--- config.mk ---
export PLATFORM = sky130hd
export DESIGN_NAME = systolic_seq_ctrl_flat
export DESIGN_NICKNAME = d
export VERILOG_FILES = /design/src/rtl/systolic_pkg.sv /design/src/rtl/systolic_seq_ctrl_if.sv /design/src/rtl/skew_line.sv /design/src/rtl/systolic_seq_ctrl.sv /design/src/flat_wrapper.sv
export SDC_FILE = /design/constraint.sdc
export NUM_CORES = 1
export LEC_CHECK = 0
export CAP_MARGIN = 0
export CELL_PAD_IN_SITES_DETAIL_PLACEMENT = 0
export CELL_PAD_IN_SITES_GLOBAL_PLACEMENT = 1
export CORE_MARGIN = 1
export CORE_UTILIZATION = 40
export CTS_CLUSTER_SIZE = 8
export DETAILED_ROUTE_END_ITERATION = 8
export PLACE_DENSITY_LB_ADDON = 0.1
export SYNTH_ARGS = -nofsm -noshare
export SYNTH_HDL_FRONTEND = slang
export SYNTH_SLANG_ARGS = --single-unit
--- constraint.sdc ---
create_clock -name clock -period 9.5 [get_ports clock]
set_input_delay 2.85 -clock clock [delete_from_list [all_inputs] [get_ports clock]]
set_output_delay 2.85 -clock clock [all_outputs]
set_load 0.02 [all_outputs]
--- src/rtl/systolic_pkg.sv ---
// -----------------------------------------------------------------------------
// systolic_pkg
// Shared types and step constants for the systolic array sequencer.
//   state_t        : sequencer FSM states
//   last_read_step : last RUN step that issues an operand read (N-1)
//   first_en_step  : first RUN step that enables the array (1)
//   last_step      : final RUN step, when the corner cell does its last MAC (3N-2)
//   step_width     : bits needed for a RUN step counter that never wraps
// -----------------------------------------------------------------------------
package systolic_pkg;

    typedef enum logic [1:0] {
        IDLE  = 2'd0,
        CLEAR = 2'd1,
        RUN   = 2'd2,
        DONE  = 2'd3
    } state_t;

    function automatic int last_read_step(input int n);
        return n - 1;
    endfunction

    function automatic int first_en_step();
        return 1;
    endfunction

    function automatic int last_step(input int n);
        return 3 * n - 2;
    endfunction

    // Counter holds 0..3N-2, so it needs clog2(3N-1) bits.
    function automatic int step_width(input int n);
        return $clog2(3 * n - 1);
    endfunction

endpackage

--- src/rtl/systolic_seq_ctrl_if.sv ---
// -----------------------------------------------------------------------------
// systolic_seq_ctrl_if
// Bundles the sequencer's control handshake, both operand-buffer read ports
// and the two array edge buses.
//   master : the sequencer (drives reads, array controls and edges)
//   slave  : the environment (operand buffers, array, requester)
// Optional build macro SYSTOLIC_STALL_EN adds the 1-bit stall input.
// -----------------------------------------------------------------------------
interface systolic_seq_ctrl_if #(
    parameter int N      = 4,
    parameter int WIDTH  = 8,
    parameter int ADDR_W = $clog2(N)
);
    logic                start;
    logic                busy;
    logic                done;
    logic                array_clear;
    logic                array_en;
    logic                a_rd_en;
    logic [ADDR_W-1:0]   a_rd_addr;
    logic [N*WIDTH-1:0]  a_rd_data;
    logic                b_rd_en;
    logic [ADDR_W-1:0]   b_rd_addr;
    logic [N*WIDTH-1:0]  b_rd_data;
    logic [N*WIDTH-1:0]  edge_left;
    logic [N*WIDTH-1:0]  edge_top;
`ifdef SYSTOLIC_STALL_EN
    logic                stall;

    modport master (
        input  start, stall, a_rd_data, b_rd_data,
        output busy, done, array_clear, array_en,
               a_rd_en, a_rd_addr, b_rd_en, b_rd_addr,
               edge_left, edge_top
    );

    modport slave (
        output start, stall, a_rd_data, b_rd_data,
        input  busy, done, array_clear, array_en,
               a_rd_en, a_rd_addr, b_rd_en, b_rd_addr,
               edge_left, edge_top
    );
`else
    modport master (
        input  start, a_rd_data, b_rd_data,
        output busy, done, array_clear, array_en,
               a_rd_en, a_rd_addr, b_rd_en, b_rd_addr,
               edge_left, edge_top
    );

    modport slave (
        output start, a_rd_data, b_rd_data,
        input  busy, done, array_clear, array_en,
               a_rd_en, a_rd_addr, b_rd_en, b_rd_addr,
               edge_left, edge_top
    );
`endif
endinterface

--- src/rtl/skew_line.sv ---
// -----------------------------------------------------------------------------
// skew_line
// DEPTH-stage register chain used to delay one operand lane so that the
// wavefront enters the array diagonally. DEPTH = 0 is a plain wire.
//   clock : rising-edge clock
//   reset : asynchronous, active-high; clears every stage
//   en    : shift enable; the chain holds when low
//   din   : lane input
//   dout  : lane input delayed by DEPTH enabled clocks
// -----------------------------------------------------------------------------
module skew_line #(
    parameter int DEPTH = 1,
    parameter int WIDTH = 8
) (
    input  logic             clock,
    input  logic             reset,
    input  logic             en,
    input  logic [WIDTH-1:0] din,
    output logic [WIDTH-1:0] dout
);

    if (DEPTH == 0) begin : g_wire
        assign dout = din;

        // Clock, reset and enable are meaningless for a zero-depth lane.
        logic unused_ctrl;
        assign unused_ctrl = &{1'b0, clock, reset, en};
    end else begin : g_regs
        logic [WIDTH-1:0] stage [DEPTH];

        // NOTE: unlike a RAM, these stages are reset: an aborted run would
        // otherwise leave live operands in flight that the next run would
        // feed into the array as nonzero MAC inputs.
        always_ff @(posedge clock or posedge reset) begin
            if (reset) begin
                for (int d = 0; d < DEPTH; d++) begin
                    stage[d] <= '0;
                end
            end else if (en) begin
                stage[0] <= din;
                for (int d = 1; d < DEPTH; d++) begin
                    stage[d] <= stage[d-1];
                end
            end
        end

        assign dout = stage[DEPTH-1];
    end

endmodule

--- src/rtl/systolic_seq_ctrl.sv ---
// -----------------------------------------------------------------------------
// systolic_seq_ctrl
// Sequencer for an N x N output-stationary systolic MAC array. On start it
// clears the array, streams A columns / B rows from the operand buffers,
// skews lane i by i steps onto the left/top edges, enables the array for
// exactly the steps that carry a MAC, then pulses done.
//
// Ports:
//   clock : rising-edge clock
//   reset : asynchronous, active-high
//   bus   : systolic_seq_ctrl_if.master
//           start (in), busy, done, array_clear, array_en (out),
//           a_rd_en/a_rd_addr (out), a_rd_data (in),
//           b_rd_en/b_rd_addr (out), b_rd_data (in),
//           edge_left, edge_top (out), stall (in, optional)
//
// Build option: define SYSTOLIC_STALL_EN to add the stall input, which
// freezes the RUN sequence (counter, skew lines, read-valid pipe) and
// suppresses array_en / rd_en while high.
// -----------------------------------------------------------------------------
module systolic_seq_ctrl
    import systolic_pkg::*;
#(
    parameter int N      = 4,
    parameter int WIDTH  = 8,
    parameter int ADDR_W = $clog2(N)
) (
    input  logic                clock,
    input  logic                reset,
    systolic_seq_ctrl_if.master bus
);

    localparam int STEP_W = step_width(N);
    localparam logic [STEP_W-1:0] LAST_READ = STEP_W'(last_read_step(N));
    localparam logic [STEP_W-1:0] FIRST_EN  = STEP_W'(first_en_step());
    localparam logic [STEP_W-1:0] LAST_STEP = STEP_W'(last_step(N));

    state_t             state;
    logic [STEP_W-1:0]  step;
    logic [STEP_W-1:0]  step_nxt;
    logic               busy_q;
    logic               done_q;
    logic               clear_q;
    logic               en_q;
    logic               rd_q;
    logic [ADDR_W-1:0]  addr_q;
    logic               rd_valid;
    logic               stall_w;
    logic               advance;
    logic [N*WIDTH-1:0] a_masked;
    logic [N*WIDTH-1:0] b_masked;
    logic [N*WIDTH-1:0] edge_left_w;
    logic [N*WIDTH-1:0] edge_top_w;

`ifdef SYSTOLIC_STALL_EN
    assign stall_w = bus.stall;
`else
    assign stall_w = 1'b0;
`endif

    // Stall only has meaning while the RUN sequence is in progress.
    assign advance  = (state == RUN) && !stall_w;
    assign step_nxt = step + 1'b1;

    // -------------------------------------------------------------------------
    // Sequencer FSM. Outputs are registered by computing, on each transition,
    // the values that belong to the step being entered.
    // -------------------------------------------------------------------------
    // NOTE: all state here uses non-blocking assignments so every register
    // samples pre-edge values; blocking ones would make the outputs depend on
    // statement order within the block.
    always_ff @(posedge clock or posedge reset) begin
        if (reset) begin
            state   <= IDLE;
            step    <= '0;
            busy_q  <= 1'b0;
            done_q  <= 1'b0;
            clear_q <= 1'b0;
            en_q    <= 1'b0;
            rd_q    <= 1'b0;
            addr_q  <= '0;
        end else begin
            case (state)
                IDLE: begin
                    if (bus.start) begin
                        state   <= CLEAR;
                        busy_q  <= 1'b1;
                        clear_q <= 1'b1;
                    end
                end

                CLEAR: begin
                    // Entering step 0: first operand read, array not yet fed.
                    state   <= RUN;
                    step    <= '0;
                    clear_q <= 1'b0;
                    rd_q    <= 1'b1;
                    addr_q  <= '0;
                    en_q    <= 1'b0;
                end

                RUN: begin
                    if (!stall_w) begin
                        if (step == LAST_STEP) begin
                            state  <= DONE;
                            step   <= '0;
                            done_q <= 1'b1;
                            rd_q   <= 1'b0;
                            addr_q <= '0;
                            en_q   <= 1'b0;
                        end else begin
                            step   <= step_nxt;
                            rd_q   <= (step_nxt <= LAST_READ);
                            addr_q <= (step_nxt <= LAST_READ) ? ADDR_W'(step_nxt) : '0;
                            en_q   <= (step_nxt >= FIRST_EN);
                        end
                    end
                end

                DONE: begin
                    state  <= IDLE;
                    busy_q <= 1'b0;
                    done_q <= 1'b0;
                end

                default: begin
                    state <= IDLE;
                end
            endcase
        end
    end

    // Read data returns one cycle after the strobe. The valid flag holds
    // through a stall because the buffer holds its data while no read issues.
    always_ff @(posedge clock or posedge reset) begin
        if (reset) begin
            rd_valid <= 1'b0;
        end else if (!((state == RUN) && stall_w)) begin
            rd_valid <= rd_q && (state == RUN);
        end
    end

    // Anything the buffers present outside a valid read becomes zero, so
    // spurious MACs in the array add nothing.
    assign a_masked = bus.a_rd_data & {(N*WIDTH){rd_valid}};
    assign b_masked = bus.b_rd_data & {(N*WIDTH){rd_valid}};

    // Lane i is delayed i steps so row i / column i start i steps later.
    for (genvar i = 0; i < N; i++) begin : g_lane
        skew_line #(
            .DEPTH (i),
            .WIDTH (WIDTH)
        ) u_skew_a (
            .clock (clock),
            .reset (reset),
            .en    (advance),
            .din   (a_masked[i*WIDTH +: WIDTH]),
            .dout  (edge_left_w[i*WIDTH +: WIDTH])
        );

        skew_line #(
            .DEPTH (i),
            .WIDTH (WIDTH)
        ) u_skew_b (
            .clock (clock),
            .reset (reset),
            .en    (advance),
            .din   (b_masked[i*WIDTH +: WIDTH]),
            .dout  (edge_top_w[i*WIDTH +: WIDTH])
        );
    end

    assign bus.busy        = busy_q;
    assign bus.done        = done_q;
    assign bus.array_clear = clear_q;
    assign bus.array_en    = en_q && !stall_w;
    assign bus.a_rd_en     = rd_q && !stall_w;
    assign bus.b_rd_en     = rd_q && !stall_w;
    assign bus.a_rd_addr   = addr_q;
    assign bus.b_rd_addr   = addr_q;
    assign bus.edge_left   = edge_left_w;
    assign bus.edge_top    = edge_top_w;

endmodule

--- src/flat_wrapper.sv ---
// flat-port wrapper written by rule: the top's interface ports become plain ports
module systolic_seq_ctrl_flat import systolic_pkg::*;
#(
    parameter int N      = 4,
    parameter int WIDTH  = 8,
    parameter int ADDR_W = $clog2(N)
)
  (clock, reset, bus_start, bus_a_rd_data, bus_b_rd_data, bus_busy, bus_done, bus_array_clear, bus_array_en, bus_a_rd_en, bus_a_rd_addr, bus_b_rd_en, bus_b_rd_addr, bus_edge_left, bus_edge_top);
  systolic_seq_ctrl_if #(.N(N), .WIDTH(WIDTH), .ADDR_W(ADDR_W)) bus_i ();
  input  logic clock;
  input  logic reset;
  input wire logic [$bits(bus_i.start)-1:0] bus_start;
  input wire logic [$bits(bus_i.a_rd_data)-1:0] bus_a_rd_data;
  input wire logic [$bits(bus_i.b_rd_data)-1:0] bus_b_rd_data;
  output wire logic [$bits(bus_i.busy)-1:0] bus_busy;
  output wire logic [$bits(bus_i.done)-1:0] bus_done;
  output wire logic [$bits(bus_i.array_clear)-1:0] bus_array_clear;
  output wire logic [$bits(bus_i.array_en)-1:0] bus_array_en;
  output wire logic [$bits(bus_i.a_rd_en)-1:0] bus_a_rd_en;
  output wire logic [$bits(bus_i.a_rd_addr)-1:0] bus_a_rd_addr;
  output wire logic [$bits(bus_i.b_rd_en)-1:0] bus_b_rd_en;
  output wire logic [$bits(bus_i.b_rd_addr)-1:0] bus_b_rd_addr;
  output wire logic [$bits(bus_i.edge_left)-1:0] bus_edge_left;
  output wire logic [$bits(bus_i.edge_top)-1:0] bus_edge_top;
  assign bus_i.start = bus_start;
  assign bus_i.a_rd_data = bus_a_rd_data;
  assign bus_i.b_rd_data = bus_b_rd_data;
  assign bus_busy = bus_i.busy;
  assign bus_done = bus_i.done;
  assign bus_array_clear = bus_i.array_clear;
  assign bus_array_en = bus_i.array_en;
  assign bus_a_rd_en = bus_i.a_rd_en;
  assign bus_a_rd_addr = bus_i.a_rd_addr;
  assign bus_b_rd_en = bus_i.b_rd_en;
  assign bus_b_rd_addr = bus_i.b_rd_addr;
  assign bus_edge_left = bus_i.edge_left;
  assign bus_edge_top = bus_i.edge_top;
  systolic_seq_ctrl #(.N(N), .WIDTH(WIDTH), .ADDR_W(ADDR_W)) u_core (.clock(clock), .reset(reset), .bus(bus_i));
endmodule
==> impl_metrics.tcl <==
set metrics [dict create \
    status "finished, violations left" \
    violations "DRC" \
    layout-drive-gt1-share_pct 15.3 \
    reg2reg_depth 4 \
    netlist_area_um2 4790 \
    synth_fp_nets 426 \
    critical_path_peak_fanout 1 \
    grt_pass1_wl_um 15600 \
    nFillCells 1001 \
    numCtsBuffers 9 \
    slew_headroom_pct 35.7 \
    cts_root_buf "clkbuf_16" \
    initial_utilization_pct 41.4 \
    crit_slowest_cell "clkdlybuf4s50_1" \
    die_area_um2 12400 \
    cts_tree "done" \
    layout.nets 508 \
    die_y_um 111 \
    cts_setup_buffers 0 \
    dr.pass1.iters 8 \
    ctsHoldBuffers 0 \
    switching_share_pct 34.7 \
    timing.final.crit_share_pct 72.3 \
    synth_cells 352 \
    slew_violations 0 \
    clockBufferDepth 2 \
    yosysWarnings 0 \
    first_global_vias 2932 \
    crit_path_end "bus_edge_top[5]" \
    core_um2 11600 \
    place_inst 566 \
    seqPwrFrac_pct 38.3 \
    gp_congestion 0.724 \
    tightest_slew_ps 963 \
    io_buffers 140 \
    slowest_delay_ps 600 \
    leakage_nw 2.81 \
    clkPwrFrac_pct 17.0 \
    via_count 2843 \
    async_flop_share_pct 100 \
    layout_setup_ws_ps 2630 \
    hold_viol 0 \
    drc_errors 8 \
    pre_cts_slack_ps 2620 \
    post_synth_num_cell_types 37 \
    tns_ps 0 \
    timing.fmax_ghz 0.146 \
    layout_min_cycle_time_ps 6870 \
    p_int_w 0.00133 \
    antenna_found_initial 0 \
    reg2reg_from "u_core.state[0]$_DFFE_PP0P_" \
    vias_per_cell 4.88 \
    cp-start-kind "primary input" \
    startpoint "bus_b_rd_data[5]" \
    combPwrFrac_pct 44.7 \
    netlist_top_cells_area "dfrtp_1, mux2_2, a22o_1, buf_4, mux2_4" \
    peakVddDrop_uv 279 \
    r2r_slack_ps 7010 \
    hold_class "reg -> reg" \
    path_class "in -> out" \
    track_usage_pct 16.2 \
    wire_per_inst_um 16.3 \
    yosys.area.top_type "dfrtp_1" \
    cp_common_cell "clkdlybuf4s50_1" \
    timing.hold.ws_ps 498 \
    multiInputGateArea_um2 1480 \
    finalSetupViolCount 0 \
    cp-end-kind "primary output" \
    die_w_um 111 \
    top_layer "met4" \
    grt_start_max_net_pins 61 \
    htree_levels 3 \
    dp_hpwl_um 5840 \
    n_antenna_cell 0 \
    cp_data_arrival_time_ps 4020 \
    design_area_um2 6140 \
    r2r_end "u_core.g_lane[3].u_skew_b.g_regs.stage[23]$_DFFE_PP0P_" \
    yosys.area.top_type_share_pct 57.5 \
    ys.flop_type "dfrtp_1" \
    synth_edf_count 0 \
    syn2layout_area_growth_pct 28.1 \
    rsz0062_at_grt "no" \
    fin_cells 582 \
    grt-ovfl-total 0 \
    ant_nets 0 \
    cp_data_required_time_ps 6650 \
    wl_met2_um 4320 \
    path_clk_slew_ps 70 \
    p_per_area_nw_per_um2 332 \
    fin_skew_ps 4.33 \
    p_switching_w 0.000706 \
    clock_latency_ps 350 \
    met3_length_um 617 \
    wirelength_met1_um 4460 \
    placed_area_um2 5880 \
    ios 141 \
    ys_ff_latch 110 \
    cts_resized 0 \
    cts.sinks 110 \
    critical_path.cell_chain "clkdlybuf4s50_1 > and2_1 > clkdlybuf4s50_1" \
    yosysSeqAreaShare_pct 57.5 \
    rows 39 \
    drtIter0Drc 154 \
    syn_avg_cell_area_um2 13.6 \
    cap_violations 0 \
    wl_um 9470 \
    regArea_um2 2750 \
]
==> worst min path at each step <==
stage	start	to	slack (ps)	cells after the start
final	u_core.g_lane[3].u_skew_b.g_regs.stage[13]$_DFFE_PP0P_	u_core.g_lane[3].u_skew_b.dout[5]$_DFFE_PP0P_	500	1
after global routing	u_core.g_lane[2].u_skew_b.g_regs.stage[11]$_DFFE_PP0P_	u_core.g_lane[2].u_skew_b.g_regs.stage[11]$_DFFE_PP0P_	520	1
after CTS	u_core.g_lane[3].u_skew_b.g_regs.stage[13]$_DFFE_PP0P_	u_core.g_lane[3].u_skew_b.dout[5]$_DFFE_PP0P_	500	1
after detailed placement	u_core.g_lane[3].u_skew_a.g_regs.stage[12]$_DFFE_PP0P_	u_core.g_lane[3].u_skew_a.dout[4]$_DFFE_PP0P_	490	1
after global placement	u_core.g_lane[3].u_skew_b.g_regs.stage[23]$_DFFE_PP0P_	u_core.g_lane[3].u_skew_b.g_regs.stage[23]$_DFFE_PP0P_	480	1
after floorplan	u_core.g_lane[3].u_skew_b.g_regs.stage[23]$_DFFE_PP0P_	u_core.g_lane[3].u_skew_b.g_regs.stage[23]$_DFFE_PP0P_	470	1
==> cell usage after synthesis, types with 2 or more instances <==
| library cell | number |
|---|---|
| dfrtp_1 | 110 |
| buf_4 | 52 |
| a22o_1 | 47 |
| mux2_2 | 38 |
| and2_1 | 18 |
| inv_1 | 13 |
| mux2_4 | 10 |
| buf_6 | 7 |
| ha_1 | 7 |
| buf_2 | 6 |
| clkbuf_1 | 5 |
| o21ai_0 | 4 |
| o22ai_1 | 4 |
| nand2_1 | 3 |
| nand3_1 | 3 |
| mux2i_1 | 2 |
| nand4_1 | 2 |
| o2bb2ai_1 | 2 |
==> area by class of cell <==
cell class | instances | area share (%)
well taps | 143 | 2.91
inverters | 14 | 0.897
flip-flops and latches | 110 | 44.8
clock buffers | 15 | 4.20
clock inverters | 1 | 0.0815
repair buffers | 141 | 23.0
multi-input cells | 158 | 24.1
==> layer usage <==
layer  global-route usage (%)  vias to the layer above
met2                     24.7                       77
met5                        0                        -
met1                     21.5                     1405
met3                     6.80                       10
met4                     4.05                        0
li1                         -                     1351
==> registers in the layout, indices dropped and copies added (netlist names) <==
signal,cells
u_core.state,2
u_core.bus.done,1
u_core.g_lane.u_skew_a.dout,24
u_core.bus.array_en,1
u_core.bus.array_clear,1
u_core.step,4
u_core.g_lane.u_skew_b.dout,24
u_core.g_lane.u_skew_a.g_regs.stage,24
u_core.g_lane.u_skew_b.g_regs.stage,24
u_core.bus.a_rd_en,1
u_core.bus.a_rd_addr,2
u_core.rd_valid,1
u_core.bus.busy,1
==> power groups by stage <==
stage          clock (W)  sequential, W  combinational [W]
6_report        0.000346       0.000780           0.000910
4_1_cts         0.000357       0.000782           0.000923
3_5_place_dp           0       0.000787           0.000919
2_1_floorplan          0       0.000799           0.000679
3_3_place_gp           0       0.000780           0.000911
5_1_grt         0.000376       0.000810           0.000973
==> cells by family after synthesis <==
kind of cell,share of synthesized area [%]
flops,57.5
fa+ha+maj,1.83
compound gates,11.3
mux,12.7
buf+inv,11.9
simple gates,4.75
==> per-stage QoR <==
stage               util, %  total power, W
finish                 53.1         0.00204
global placement       50.8         0.00169
CTS                    53.1         0.00206
global route           53.1         0.00216
floorplan                 -         0.00148
detailed placement     50.8         0.00171
==> cell usage in the layout (no fill, tap or decap), types with 2 or more instances in the layout <==
cell / count
clkdlybuf4s50_1: 140
dfrtp_1: 110
a22o_1: 47
mux2_2: 38
and2_1: 18
inv_1: 12
mux2_4: 10
clkbuf_16: 9
ha_1: 6
clkbuf_1: 5
o21ai_0: 4
o22ai_1: 4
nand3_1: 3
nand2_1: 3
nand4_1: 2
mux2i_1: 2
o2bb2ai_1: 2
==> critical path: cells and delay by family <==
| kind | cells | cell delay [ps] |
|---|---|---|
| buffers and inverters | 2 | 1050 |
| and+or+nand+nor | 1 | 120 |
No activity file was read; power rests on OpenSTA's default activity.
